`src/rtl/input_channel_rc.sv`:
```
// Router input channel: flit FIFO, head-flit route lookup against the node table,
// and the wormhole/multicast request state machine toward the output mux controllers.
module input_channel_rc #(
  parameter int DATAW   = 32,
  parameter int IDW     = 4,
  parameter int DEPTH   = 4,
  parameter int LOCALID = 4
) (
  input  logic                   clk,
  input  logic                   rst_,
  input  logic                   in_valid,
  input  logic [DATAW+1:0]       in_data,
  output logic                   in_ready,
  output logic [IDW-1:0]         dst_id,
  input  logic [2:0]             tbl_port,
  input  logic [1:0]             tbl_dstatus,
  output logic                   req,
  output logic [2:0]             port,
  output logic [1:0]             multab,
  input  logic [4:0]             grt,
  output logic [DATAW+1:0]       out_data,
  output logic [$clog2(DEPTH):0] count,
  output logic                   err
);
  localparam int AW = $clog2(DEPTH);
  localparam logic [1:0] IDLE   = 2'd0;
  localparam logic [1:0] LOOKUP = 2'd1;
  localparam logic [1:0] ACTIVE = 2'd2;

  logic [DATAW+1:0] mem [DEPTH];
  logic [AW-1:0]    wp, rp;
  logic [1:0]       state;
  logic [4:0]       pend, next_pend;
  logic [1:0]       head_type;
  logic             empty, push, pop, head_first, head_last;

  // dstatus 01 goes only to the local port, 11 goes to both forward and local.
  function automatic logic [4:0] route_mask(input logic [2:0] p, input logic [1:0] st);
    logic [4:0] m_fwd, m_loc;
    m_fwd = 5'b00001 << p;
    m_loc = 5'b00001 << LOCALID;
    case (st)
      2'b01:   return m_loc;
      2'b11:   return m_fwd | m_loc;
      default: return m_fwd;
    endcase
  endfunction

  assign out_data   = mem[rp];
  assign dst_id     = out_data[IDW-1:0];
  assign head_type  = out_data[DATAW+1:DATAW];
  assign head_first = head_type[0];
  assign head_last  = head_type[1];
  assign empty      = (count == '0);
  assign in_ready   = (count != (AW+1)'(DEPTH));
  assign push       = in_valid && in_ready;
  assign req        = (state == ACTIVE) && !empty && (pend != '0);
  assign next_pend  = pend & ~grt;

  always_comb begin
    pop = 1'b0;
    if (state == IDLE && !empty && !head_first) pop = 1'b1;
    if (req && next_pend == '0)                 pop = 1'b1;
  end

  always_ff @(posedge clk) begin
    if (push) mem[wp] <= in_data;
  end

  always_ff @(posedge clk or negedge rst_) begin
    if (!rst_) begin
      wp     <= '0;
      rp     <= '0;
      count  <= '0;
      state  <= IDLE;
      pend   <= '0;
      port   <= '0;
      multab <= '0;
      err    <= 1'b0;
    end else begin
      if (push) wp <= wp + 1'b1;
      if (pop)  rp <= rp + 1'b1;
      case ({push, pop})
        2'b10:   count <= count + 1'b1;
        2'b01:   count <= count - 1'b1;
        default: count <= count;
      endcase

      case (state)
        IDLE: begin
          // stray body/tail outside a packet is dropped and flagged
          if (!empty && head_first) state <= LOOKUP;
          else if (!empty)          err   <= 1'b1;
        end
        LOOKUP: begin
          port   <= (tbl_dstatus == 2'b01) ? 3'(LOCALID) : tbl_port;
          multab <= tbl_dstatus;
          pend   <= route_mask(tbl_port, tbl_dstatus);
          state  <= ACTIVE;
        end
        ACTIVE: begin
          if (req) begin
            if (next_pend == '0) begin
              if (head_last) begin
                state <= IDLE;
                pend  <= '0;
              end else begin
                pend  <= route_mask(port, multab);
              end
            end else begin
              pend <= next_pend;
            end
          end
        end
        default: state <= IDLE;
      endcase
    end
  end
endmodule

```
`config.mk`:
```
export PLATFORM = sky130hd
export DESIGN_NAME = input_channel_rc
export DESIGN_NICKNAME = d
export VERILOG_FILES = /design/src/rtl/input_channel_rc.sv
export SDC_FILE = /design/constraint.sdc
export NUM_CORES = 1
export LEC_CHECK = 0
export BUFFER_PORTS_ARGS = -buffer_cell sky130_fd_sc_hd__buf_4
export CAP_MARGIN = 10
export CORE_AREA = 4 4 134 136
export CTS_BUF_LIST = sky130_fd_sc_hd__clkbuf_8
export DETAILED_ROUTE_END_ITERATION = 10
export DIE_AREA = 0 0 138 140
export PLACE_DENSITY_LB_ADDON = 0.08
export REMOVE_ABC_BUFFERS = 1
export SETUP_SLACK_MARGIN = 0.2
export SLEW_MARGIN = 5
export SYNTH_ARGS = -nofsm -noshare
export SYNTH_HDL_FRONTEND = slang
export SYNTH_SLANG_ARGS = --single-unit
```
`constraint.sdc`:
```
create_clock -name clk -period 2.59 [get_ports clk]
set_input_delay 0.1295 -clock clk [delete_from_list [all_inputs] [get_ports clk]]
set_output_delay 0.1295 -clock clk [all_outputs]
set_load 0.02 [all_outputs]
```
[After elaboration in Yosys (flattened, before gate mapping)]
Memories as Yosys holds them, arrays and structs flattened.
Index checks and enable logic that the tools add are counted.
Widths: inputs -> output; s select.
Operators by class
  muxes and demuxes: 17
  $add $sub $neg: 4
  equality and inequality tests: 13
  reduce and logical (&&, ||, !) cells: 18
  shift-type cells: 2
  bitwise gates (word level): 4
Operators with widths (count)
  $pmux 5 s2: 3
  $mux 5: 3
  $shl 1x3->5 const A: 2
  $eq 2x1->1 const B: 4
  $eq 2x2->1 const B: 4
  $mux 2: 4
  $logic_and 1x1->1: 7
  $pmux 2 s3: 1
  $pmux 3 s2: 1
  $and 5x5->5: 1
  $logic_not 5->1: 1
  $not 5->5: 1
  $reduce_bool 5->1: 1
  $add 2x1->2 const B: 2
  $mux 1: 4
  $ne 2x1->1 const B: 2
  $ne 2x2->1 const B: 2
  $reduce_and 4->1: 1
  $reduce_bool 2->1: 2
  $add 3x1->3 const B: 1
  $logic_not 3->1: 1
  $mux 3: 1
  $ne 3x3->1 const B: 1
  $reduce_and 3->1: 1
  5 further kinds: 7
Storage, ports and cells
  memories kept: 1
  RAM bits: 136
  logic and storage cells: 67
  flip-flop bits (word level): 20
Memory list
  mem: depth 4, bits a word 34, rd ports 1, clocked after Yosys merged registers in 0, wr ports 1, RTL line 30  | logic [DATAW+1:0] mem [DEPTH];

[Logic depth before layout (Yosys ltp)]
Gate-level depths: netlist (run 1).
  depth after elaboration: 8
  gate-level depth with buffers: 11
  depth with buffers taken out: 11

[Least setup slack after synthesis (run 1)]
No wires, ideal clock.
  path type: register to register
  start: register rp[0]
  end: register count[2]
  data arrival time: 2.325 ns
  setup time: 0.080 ns
  cell stages (with the launch flop): 11
  buffers on the path: 0
  setup slack: 0.185 ns
  required time: 2.510 ns
  period minus slack after synthesis: 2.405 ns
  cells stage by stage: dfrtp_1 > mux4_2 > nor3_1 > a31oi_1 > inv_1 > ha_1 > inv_1 > fa_1 > xor2_1 > nor2_1 > xor2_1
On the way
  word-level cells in the longest chain between the ends: 7
  elaborated cells on any way between the ends: 9
  those cells by class: eq/ne (2); mux (3); reduce/logical (3); memory (1)
RTL lines
  start: declaration: RTL line 31  | logic [AW-1:0] wp, rp;
  start signal: assignment: RTL line 82  | if (pop) rp <= rp + 1'b1;
  $mem_v2 4x34 *
  net out_data[32]: RTL line 21  | output logic [DATAW+1:0] out_data,
  $logic_not 1->1 *: RTL line 62  | if (state == IDLE && !empty && !head_first) pop = 1'b1;
  $logic_and 1x1->1 *: RTL line 62
  $mux 1 *: RTL line 62
  $mux 1 *: RTL line 63  | if (req && next_pend == '0) pop = 1'b1;
  $eq 2x1->1 or $eq 2x2->1 (tied branches): RTL line 83  | case ({push, pop})
  $pmux 3 s2 or $reduce_bool 2->1 (tied branches)
  end signal: assignment: RTL line 84  | 2'b10: count <= count + 1'b1;
  end signal: assignment: RTL line 85  | 2'b01: count <= count - 1'b1;
  end signal: assignment: RTL line 86  | default: count <= count;
  end: declaration: RTL line 22  | output logic [$clog2(DEPTH):0] count,
Mark *: on every way through the listed nets, which the timed path passes. The rest lies on a longest branch.
A chain may end at the register's enable or synchronous reset.

[Final worst setup path (run 1)]
  start: register rp[0]
  end: register count[2]
On the way
  word-level cells in the longest chain between the ends: 7
  elaborated cells on any way between the ends: 9
  those cells by class: eq/ne (2); mux (3); reduce/logical (3); memory (1)
RTL lines (RTL line)
  $mem_v2 4x34 *
  $logic_not 1->1 *: 62
  $logic_and 1x1->1 *: 62
  $mux 1 *: 62
  $mux 1 *: 63
  $eq 2x1->1 or $eq 2x2->1 (tied branches): 83
  $pmux 3 s2 or $reduce_bool 2->1 (tied branches)
Every way passes the cells marked *; elsewhere a longest branch is shown, timed or not.

==> summary.txt, run 1 <==
Clock network
  – Worst-Skew Late Latency: 0.44 ns
  – CTS buffer count: 17
  – Sink Count: 156
  – CTS H-tree depth: 4
  – Root Buffer: clkbuf_8
  – CTS tree: done
  – Maximum clock insertion buffer count: 2
  – CTS clk-pin slew, worst paths: 0.09 ns

Finish
  – Sequential cell area: 0.004587 mm2
  – Most frequent cells in the layout: edfxtp_1, buf_4, dlygate4sd3_1, mux4_2
  – Most common cell after layout, fill and taps aside: edfxtp_1
  – Multi-input logic area: 0.001459 mm2
  – Diode count: 0
  – Area delta synth->final: 31.89%
  – Layout cells sized above 1: 0.3984
  – Filler cells: 1470
  – Final #Nets: 527

Synth
  – FF+latch count, synth: 156
  – Sequential-to-total area share from yosys stat: 0.7452
  – Share of the synthesized area in the top cell type: 0.6638
  – Leading area contributor after synthesis: edfxtp_1
  – Syn Area/Cell: 19.78 um2
  – Synth warn: 0
  – Top FF cell, synth: edfxtp_1
  – Number of enable flip-flop cells after synthesis: 136
  – Syn Inst Count: 311
  – Synth top area cells: edfxtp_1, mux4_2, dfrtp_1
  – Netlist Area Pre-Place: 0.006152 mm2
  – Share of synthesized registers carrying an async set or reset: 0.1282
  – Number of library cell types mapped by synthesis: 47

Die
  – Core area: 0.01694 mm2
  – Die height: 140 um
  – Die area: 0.01932 mm2
  – Die Width: 138 um
  – FP Rows: 48
  – # IOs: 96
  – Initial core utilization: 0.3633

Route
  – Met2 WL: 6.538 mm
  – Drt total wl: 12.97 mm
  – DR iter-0 viols: 174
  – DRC Markers: 0
  – Vias/cell: 4.822
  – Max Used Layer: met4
  – Metal3 WL: 686 um
  – Per-cell routed wire length: 18.21 um
  – Drt pass-1 iters: 4
  – Routed Antenna Nets: 0
  – Wl on met1: 5.583 mm
  – Routed via count: 3433

Timing
  – Period minus WS final: 2.337 ns
  – Slew margin rel.: 0.5625
  – Final hold slack: 0.1170 ns
  – Max-slew violations: 0
  – Clock Skew: 0.01102 ns
  – Peak Freq: 0.4280 GHz
  – Tcrit/Tclk final: 0.9022
  – Worst slew pin tran: 0.6549 ns
  – Final hold vios: 0
  – Final critical-path setup slack: 0.2534 ns
  – RSZ-0062 raised after global routing: yes
  – Setup-failing EPs final: 0

Placed design
  – Setup WS pre-CTS: 0.1119 ns
  – # port buffers: 95
  – Dpl hpwl: 8.425 mm
  – GP Congestion: 0.8265

Pwr
  – Worst vdd ir: 0.0005691 V
  – Leakage power: 2.990 nW
  – Power per cell area: 1160 mW/mm2

Worst setup path
  – Crit end category: flip-flop
  – CP required: 2.95 ns
  – Worst EP arrival: 2.70 ns
  – Critical path type: flip-flop to flip-flop
  – CP max stage cell: mux4_2
  – RR Endpoint: count[2]
  – Max incr delay on CP: 0.56 ns
  – Startpoint Class: flip-flop
  – Reg-to-reg startpoint: rp[0]
  – Reg2reg setup slack: 0.25 ns
  – Worst setup path startpoint: rp[0]
  – Critical path, cell by cell: mux4_2 -> nor3_4 -> a31oi_2 -> inv_1 -> ha_2 -> inv_1 -> fa_2 -> xor2_1 -> nor2_1 -> xor2_1
  – Maximum fanout along the worst path: 2
  – Reg2Reg Depth: 10

Global route
  – GRT Overall Usage: 0.1395
  – Pin count of the biggest net entering global routing: 38
  – Gr ovfl total: 0
  – First-pass GRT wire length: 20.64 mm
  – Initial antenna violation count: 0
  – Number of global-route vias before repair: 3677

Run status
  – Status: completed

Min path
  – Hold Path Class: input pin to asynchronous set/reset pin

Flow run
  – Max capacitance violation total: 0
sequential cells by signal, indices dropped and copies added, names as in the netlist:
| register | cells |
|---|---|
| wp | 2 |
| state | 2 |
| multab | 2 |
| mem | 136 |
| count | 3 |
| port | 3 |
| pend | 5 |
| rp | 2 |
| err | 1 |
per-layer routing:
layer	GRT usage	vias up
met5	0	-
met4	0.04264	0
met3	0.04746	13
met2	0.2320	89
met1	0.1740	1751
li1	-	1580
per-stage QoR:
stage / setup TNS (ns) / instances / utilization / power [mW] / area (um2)
6_report: 0 / 712 / 0.4791 / 9.409 / 8114
2_1_floorplan: -3.855 / 297 / - / 5.889 / 6072
3_3_place_gp: 0 / 634 / 0.4252 / 7.503 / 7202
5_1_grt: 0 / 712 / 0.4791 / 9.969 / 8114
3_5_place_dp: 0 / 634 / 0.4252 / 7.485 / 7202
4_1_cts: 0 / 711 / 0.4778 / 9.558 / 8092
power by group:
| part | internal (mW) | switching, mW | leakage [nW] | total (mW) |
|---|---|---|---|---|
| Clock | 1.05 | 0.894 | 0.215 | 1.95 |
| Combinational | 1.78 | 2.10 | 1.29 | 3.88 |
| Sequential | 3.36 | 0.222 | 1.48 | 3.58 |
| Total | 6.19 | 3.22 | 2.99 | 9.41 |
cells by family after synthesis:
logic type                 after synthesis  synth area share
and+or+nand+nor                         45           0.03864
muxes                                   36            0.1291
adders and majority gates                6           0.01342
DFF                                    156            0.7452
AOI/OAI and AO/OA                       34           0.04434
buffers and inverters                   29           0.02217
xor gates and xnor gates                 5          0.007119
critical path: cells and delay by family (launching register included):
family          cells  cell delay (ns)
simple gates        2             0.33
flops               1             0.39
buf+inv             2             0.13
xor+xnor            2             0.30
mux                 1             0.56
compound gates      1             0.06
fa+ha+maj           2             0.50
worst max path at each step:
stage                       end  slack [ns]  depth (start not counted)
floorplan              count[2]       -1.11                         10
global placement       count[2]        0.24                         10
detailed placement     count[2]        0.11                         10
CTS                 out_data[1]        0.20                          3
global route           count[2]        0.14                         10
finish                 count[2]        0.25                         10
synthesized netlist by cell type, types with 2 or more instances:
| library cell | n |
|---|---|
| xnor2_1 | 3 |
| xor2_1 | 2 |
| mux4_2 | 32 |
| a22o_1 | 3 |
| buf_2 | 4 |
| buf_4 | 4 |
| o22a_1 | 3 |
| inv_1 | 14 |
| mux4_1 | 2 |
| clkbuf_1 | 4 |
| and2_1 | 2 |
| nand2_1 | 7 |
| nor2b_1 | 6 |
| a211oi_1 | 2 |
| dfrtp_1 | 20 |
| edfxtp_1 | 136 |
| ha_1 | 5 |
| a41o_1 | 2 |
| nor3b_1 | 2 |
| a31oi_1 | 5 |
| o22ai_1 | 4 |
| o2bb2ai_1 | 2 |
| nand2b_1 | 5 |
| nor2_1 | 8 |
| and3_1 | 5 |
| or2_2 | 3 |
| nor3_1 | 5 |
| nand3_1 | 2 |
cell type report:
cell class | instances | share of cell area
clock inverters | 15 | 0.02421
flip-flops and latches | 156 | 0.5653
repair buffers | 158 | 0.1602
multi-input cells | 126 | 0.1798
clock buffers | 17 | 0.02884
well taps | 225 | 0.03470
inverters | 15 | 0.006939
timing repair:
item | 4_1_cts | 5_1_grt
hold buffers | 43 | 0
gates resized for setup | 4 | 3
setup endpoints to repair | 38 | 6
buffers inserted | 2 | 1
endpoints found under the hold margin | 164 | 0
pin swaps | 2 | 2
gates cloned | 0 | 0
No activity file was read; power rests on OpenSTA's default activity.
==> run 2: changes to the inputs <==
REMOVE_ABC_BUFFERS = not set   (was 1)
==> summary.txt, run 2 (synthesis gave the netlist of run 1 again) <==
Finish
  – Area delta synth->final: 32.21%
  – Largest registers: mem: 136 flops, pend: 5 flops
  – Most frequent cells in the layout: edfxtp_1, buf_4, dlygate4sd3_1, mux4_2, dfrtp_1
  – Layout cells sized above 1: 0.3833
  – Largest Register: mem
  – Final #Nets: 521
  – Diode count: 0
  – Final Non-Filler Cells: 705
  – Most common cell after layout, fill and taps aside: edfxtp_1
  – Max reg flops: 136
  – Fin util: 0.4803
  – Filler cells: 1478

Worst setup path
  – Critical path, cell by cell: mux4_2 -> nor3_4 -> a31oi_2 -> inv_1 -> ha_1 -> inv_1 -> fa_1 -> xor2_1 -> nor2_1 -> xor2_1
  – CP max stage cell: mux4_2
  – CP required: 2.96 ns
  – Worst EP arrival: 2.70 ns
  – Startpoint Class: flip-flop
  – Maximum fanout along the worst path: 3
  – Critical path type: flip-flop to flip-flop
  – Crit end category: flip-flop
  – Max incr delay on CP: 0.56 ns

Flow run
  – Max capacitance violation total: 0

Die
  – Die height: 140 um
  – Initial core utilization: 0.3633
  – Core area: 0.01694 mm2
  – Die Width: 138 um
  – FP Rows: 48
  – Die area: 0.01932 mm2
  – # IOs: 96

Route
  – Routed via count: 3400
  – Routed Antenna Nets: 0
  – Per-cell routed wire length: 18.02 um
  – Drt pass-1 iters: 4
  – Vias/cell: 4.823
  – DR iter-0 viols: 183
  – DRC Markers: 0
  – Drt total wl: 12.70 mm

Run status
  – Status: completed

Placed design
  – Post-Place Cells: 627
  – # port buffers: 95
  – GP Congestion: 0.8122
  – Dpl hpwl: 7.682 mm

Clock network
  – Sink Count: 156
  – CTS buffer count: 17
  – CTS H-tree depth: 4
  – CTS clk-pin slew, worst paths: 0.08 ns
  – Maximum clock insertion buffer count: 2
  – Root Buffer: clkbuf_8
  – Worst-Skew Late Latency: 0.45 ns
  – CTS tree: done

Timing
  – Slew margin rel.: 0.6172
  – Clock Skew: 0.01245 ns
  – Tcrit/Tclk final: 0.9018
  – Final hold slack: 0.09279 ns
  – Setup-failing EPs final: 0
  – Final hold vios: 0
  – Worst slew pin tran: 0.5730 ns
  – Max-slew violations: 0
  – Period minus WS final: 2.336 ns
  – RSZ-0062 raised after global routing: yes
  – Peak Freq: 0.4281 GHz
  – Setup TNS: 0 ns

Global route
  – Initial antenna violation count: 0
  – Gr ovfl total: 0
  – Pin count of the biggest net entering global routing: 38
  – Number of global-route vias before repair: 3670
  – First-pass GRT wire length: 20.27 mm
  – GRT Overall Usage: 0.1366

Pwr
  – Worst vdd ir: 0.0004548 V
  – Leakage power: 2.981 nW
  – Power per cell area: 1160 mW/mm2

Synth
  – Synth Net Count: 364

Min path
  – Hold Path Class: input pin to flip-flop
run 2: metrics by stage:
step           setup slack [ns]  area [um2]  power [mW]
4_1_cts                  0.2185        8110       9.577
3_3_place_gp             0.2408        7207       7.429
6_report                 0.2543        8134       9.438
2_1_floorplan            0.2106        6160       6.008
3_5_place_dp             0.1769        7207       7.445
5_1_grt                  0.1194        8134       10.01
run 2: report_power, final:
part	internal, mW	switching, mW	leakage (nW)	total [mW]
combinational	1.78	2.11	1.28	3.89
sequential	3.36	0.206	1.48	3.56
clock	1.13	0.858	0.220	1.99
total	6.27	3.17	2.98	9.44
run 2: path summary, 6_finish.rpt:
| kind | slack [ns] | end | cells past startpoint | startpoint |
|---|---|---|---|---|
| max | 0.25 | count[2] | 10 | rp[0] |
| min | 0.09 | pend[0] | 3 | grt[0] |
| max reg2reg | 0.25 | count[2] | 10 | rp[0] |
| min reg2reg | 0.47 | err | 1 | err |
| max in group asynchronous | 2.24 | rp[1] | 2 | rst_ |
| min in group asynchronous | 0.10 | port[2] | 2 | rst_ |
run 2: worst max-delay path, delay by kind of cell (launching register included):
family / cells / cell delay, ns
simple gates: 2 / 0.25
buf+inv: 2 / 0.14
xor+xnor: 2 / 0.30
compound gates: 1 / 0.08
flops: 1 / 0.40
mux: 1 / 0.56
fa+ha+maj: 2 / 0.54
run 2: timing repair:
action	CTS	global route
hold buffers	43	0
cloned	0	0
pin swaps	1	0
buffers inserted	3	1
endpoints found under the setup margin	38	5
endpoints found under the hold margin	164	0
gates resized for setup	3	3
run 2: area by class of cell:
class                   count  area, um2  share of cell area
repair buffers            152       1306              0.1606
multi-input cells         126       1461              0.1797
inverters                  15      61.31            0.007537
well taps                 225      281.5             0.03461
clock inverters            14      202.7             0.02492
clock buffers              17      234.0             0.02876
flip-flops and latches    156       4587              0.5639
run 2: per-layer routing:
layer | vias to the layer above | global-route usage | part of all wire
li1 | 1570 | - | -
met1 | 1733 | 0.1732 | 0.44
met2 | 82 | 0.2207 | 0.50
met3 | 15 | 0.04677 | 0.049
met4 | 0 | 0.04784 | 0.013
met5 | - | 0 | 0
==> run 3: changes to the inputs <==
ABC_CLOCK_PERIOD_IN_PS = 2590   (was not set)
CORE_AREA = 2 2 139 128   (was 4 4 134 136)
DIE_AREA = 0 0 141 130   (was 0 0 138 140)
==> summary.txt, run 3 (synthesis gave the netlist of run 1 again) <==
Timing
  – Worst slew pin tran: 0.5739 ns
  – Period minus WS final: 2.282 ns
  – Setup-failing EPs final: 0
  – Setup TNS: 0 ns
  – Max-slew violations: 0
  – Peak Freq: 0.4383 GHz
  – Final hold vios: 0
  – RSZ-0062 raised after global routing: yes
  – Tcrit/Tclk final: 0.8810
  – Slew margin rel.: 0.6166
  – Clock Skew: 0.01289 ns

Worst setup path
  – Max incr delay on CP: 0.71 ns
  – Critical path type: flip-flop to primary output
  – Critical path, cell by cell: buf_4 -> buf_12 -> mux4_1 -> buf_4
  – Maximum fanout along the worst path: 37
  – CP max stage cell: mux4_1
  – Reg2reg setup slack: 0.31 ns
  – RR Endpoint: count[2]
  – CP required: 2.46 ns
  – Cell mode on critical path: buf_4
  – Worst EP arrival: 2.15 ns
  – Worst Setup EP: out_data[1]
  – Startpoint Class: flip-flop
  – Crit end category: primary output
  – Reg2Reg Depth: 10
  – Reg-to-reg startpoint: rp[0]
  – Worst setup path startpoint: rp[0]

Global route
  – Top Usage Layer GRT: met2
  – First-pass GRT wire length: 19.58 mm
  – GRT Overall Usage: 0.1444
  – Gr ovfl total: 0
  – Met2 GRT Util: 0.2356
  – Initial antenna violation count: 0
  – Pin count of the biggest net entering global routing: 38
  – Number of global-route vias before repair: 3539
  – Met1 Resource Use GR: 0.1928
  – Met3 usage: 0.04037

Min path
  – Hold Path Class: input pin to flip-flop

Flow run
  – Max capacitance violation total: 0

Placed design
  – # port buffers: 95
  – Dpl hpwl: 7.503 mm
  – Dpl cell area: 0.007186 mm2
  – GP Congestion: 0.7872

Finish
  – Largest registers: mem: 136 flops, pend: 5 flops
  – Filler cells: 1515
  – Max reg flops: 136
  – Diode count: 0
  – Most frequent cells in the layout: edfxtp_1, buf_4, dlygate4sd3_1, mux4_2, dfrtp_1
  – Post-route cell area: 0.008078 mm2
  – Largest Register: mem
  – Layout cells sized above 1: 0.3913
  – Area delta synth->final: 31.30%
  – Most common cell after layout, fill and taps aside: edfxtp_1
  – Final #Nets: 523

Die
  – Core area: 0.01709 mm2
  – Initial core utilization: 0.3599
  – Die area: 0.01833 mm2
  – FP Rows: 46
  – # IOs: 96
  – Die height: 130 um
  – Die Width: 141 um

Synth
  – Synth Net Count: 364

Clock network
  – Worst-Skew Late Latency: 0.43 ns
  – CTS clk-pin slew, worst paths: 0.09 ns
  – CTS H-tree depth: 4
  – Root Buffer: clkbuf_8
  – CTS tree: done
  – Maximum clock insertion buffer count: 2
  – CTS buffer count: 17
  – Sink Count: 156

Route
  – Vias/cell: 4.864
  – Drt pass-1 iters: 4
  – Per-cell routed wire length: 18.15 um
  – DR iter-0 viols: 182
  – Routed via count: 3400
  – DRC Markers: 0
  – Routed Antenna Nets: 0
  – Drt total wl: 12.69 mm

Pwr
  – Int Pwr: 6.104 mW
  – Sw power: 3.222 mW
  – Leakage power: 2.967 nW
  – Power share of the combinational group: 0.418
  – Flop pwr share: 0.384
  – Clk pwr share: 0.198
  – Power per cell area: 1155 mW/mm2
  – Switching power share of the total: 0.3455
  – Worst vdd ir: 0.0004417 V

Run status
  – Status: completed
run 3: what timing repair did:
item	4_1_cts	5_1_grt
endpoints found under the hold margin	164	0
setup endpoints to repair	37	1
gates resized for setup	2	4
setup buffers	1	3
pin swaps	0	3
hold buffers	43	0
run 3: cell type report:
type,instances,area [um2],area share
well taps,216,270.3,0.03346
flip-flops and latches,156,4587,0.5678
inverters,15,58.81,0.007280
clock buffers,17,234.0,0.02897
repair buffers,154,1301,0.1611
multi-input cells,126,1456,0.1803
clock inverters,15,170.2,0.02107
run 3: worst max-delay path, delay by kind of cell (launching register included):
| family | cells | cell delay, ns |
|---|---|---|
| buf+inv | 3 | 0.62 |
| flops | 1 | 0.38 |
| mux | 1 | 0.71 |
run 3: per-layer routing:
| layer | wire, um | up-vias |
|---|---|---|
| met5 | 0 | - |
| met4 | 113 | 0 |
| met3 | 419 | 10 |
| met2 | 6342 | 74 |
| met1 | 5811 | 1738 |
| li1 | - | 1578 |
run 3: how the worst min path moves through the flow:
| stage | depth (start not counted) | slack [ns] | from | end |
|---|---|---|---|---|
| CTS | 3 | 0.05 | in_valid | wp[0] |
| finish | 3 | 0.08 | in_valid | wp[0] |
| global route | 3 | 0.06 | grt[0] | pend[0] |
| global placement | 1 | 0.04 | rst_ | port[0] |
| floorplan | 0 | -0.17 | rst_ | count[0] |
| detailed placement | 1 | 0.04 | rst_ | port[1] |
run 3: power groups by stage:
stage	Combinational (mW)	Sequential, mW	Clock, mW
3_5_place_dp	3.82	3.64	0
2_1_floorplan	2.36	3.65	0
5_1_grt	4.22	3.64	2.01
3_3_place_gp	3.83	3.62	0
6_report	3.90	3.58	1.85
4_1_cts	3.90	3.59	1.92
run 3: through the flow:
step | total power, mW | setup slack (ns) | hold WS, ns | util | std cells
global placement | 7.448 | 0.2548 | 0.04120 | 0.4204 | 620
detailed placement | 7.460 | 0.2197 | 0.04155 | 0.4204 | 620
CTS | 9.410 | 0.2109 | 0.05140 | 0.4701 | 696
finish | 9.327 | 0.3082 | 0.08053 | 0.4726 | 699
floorplan | 6.008 | 0.2106 | -0.1661 | - | 311
global route | 9.860 | 0.1403 | 0.05936 | 0.4726 | 699
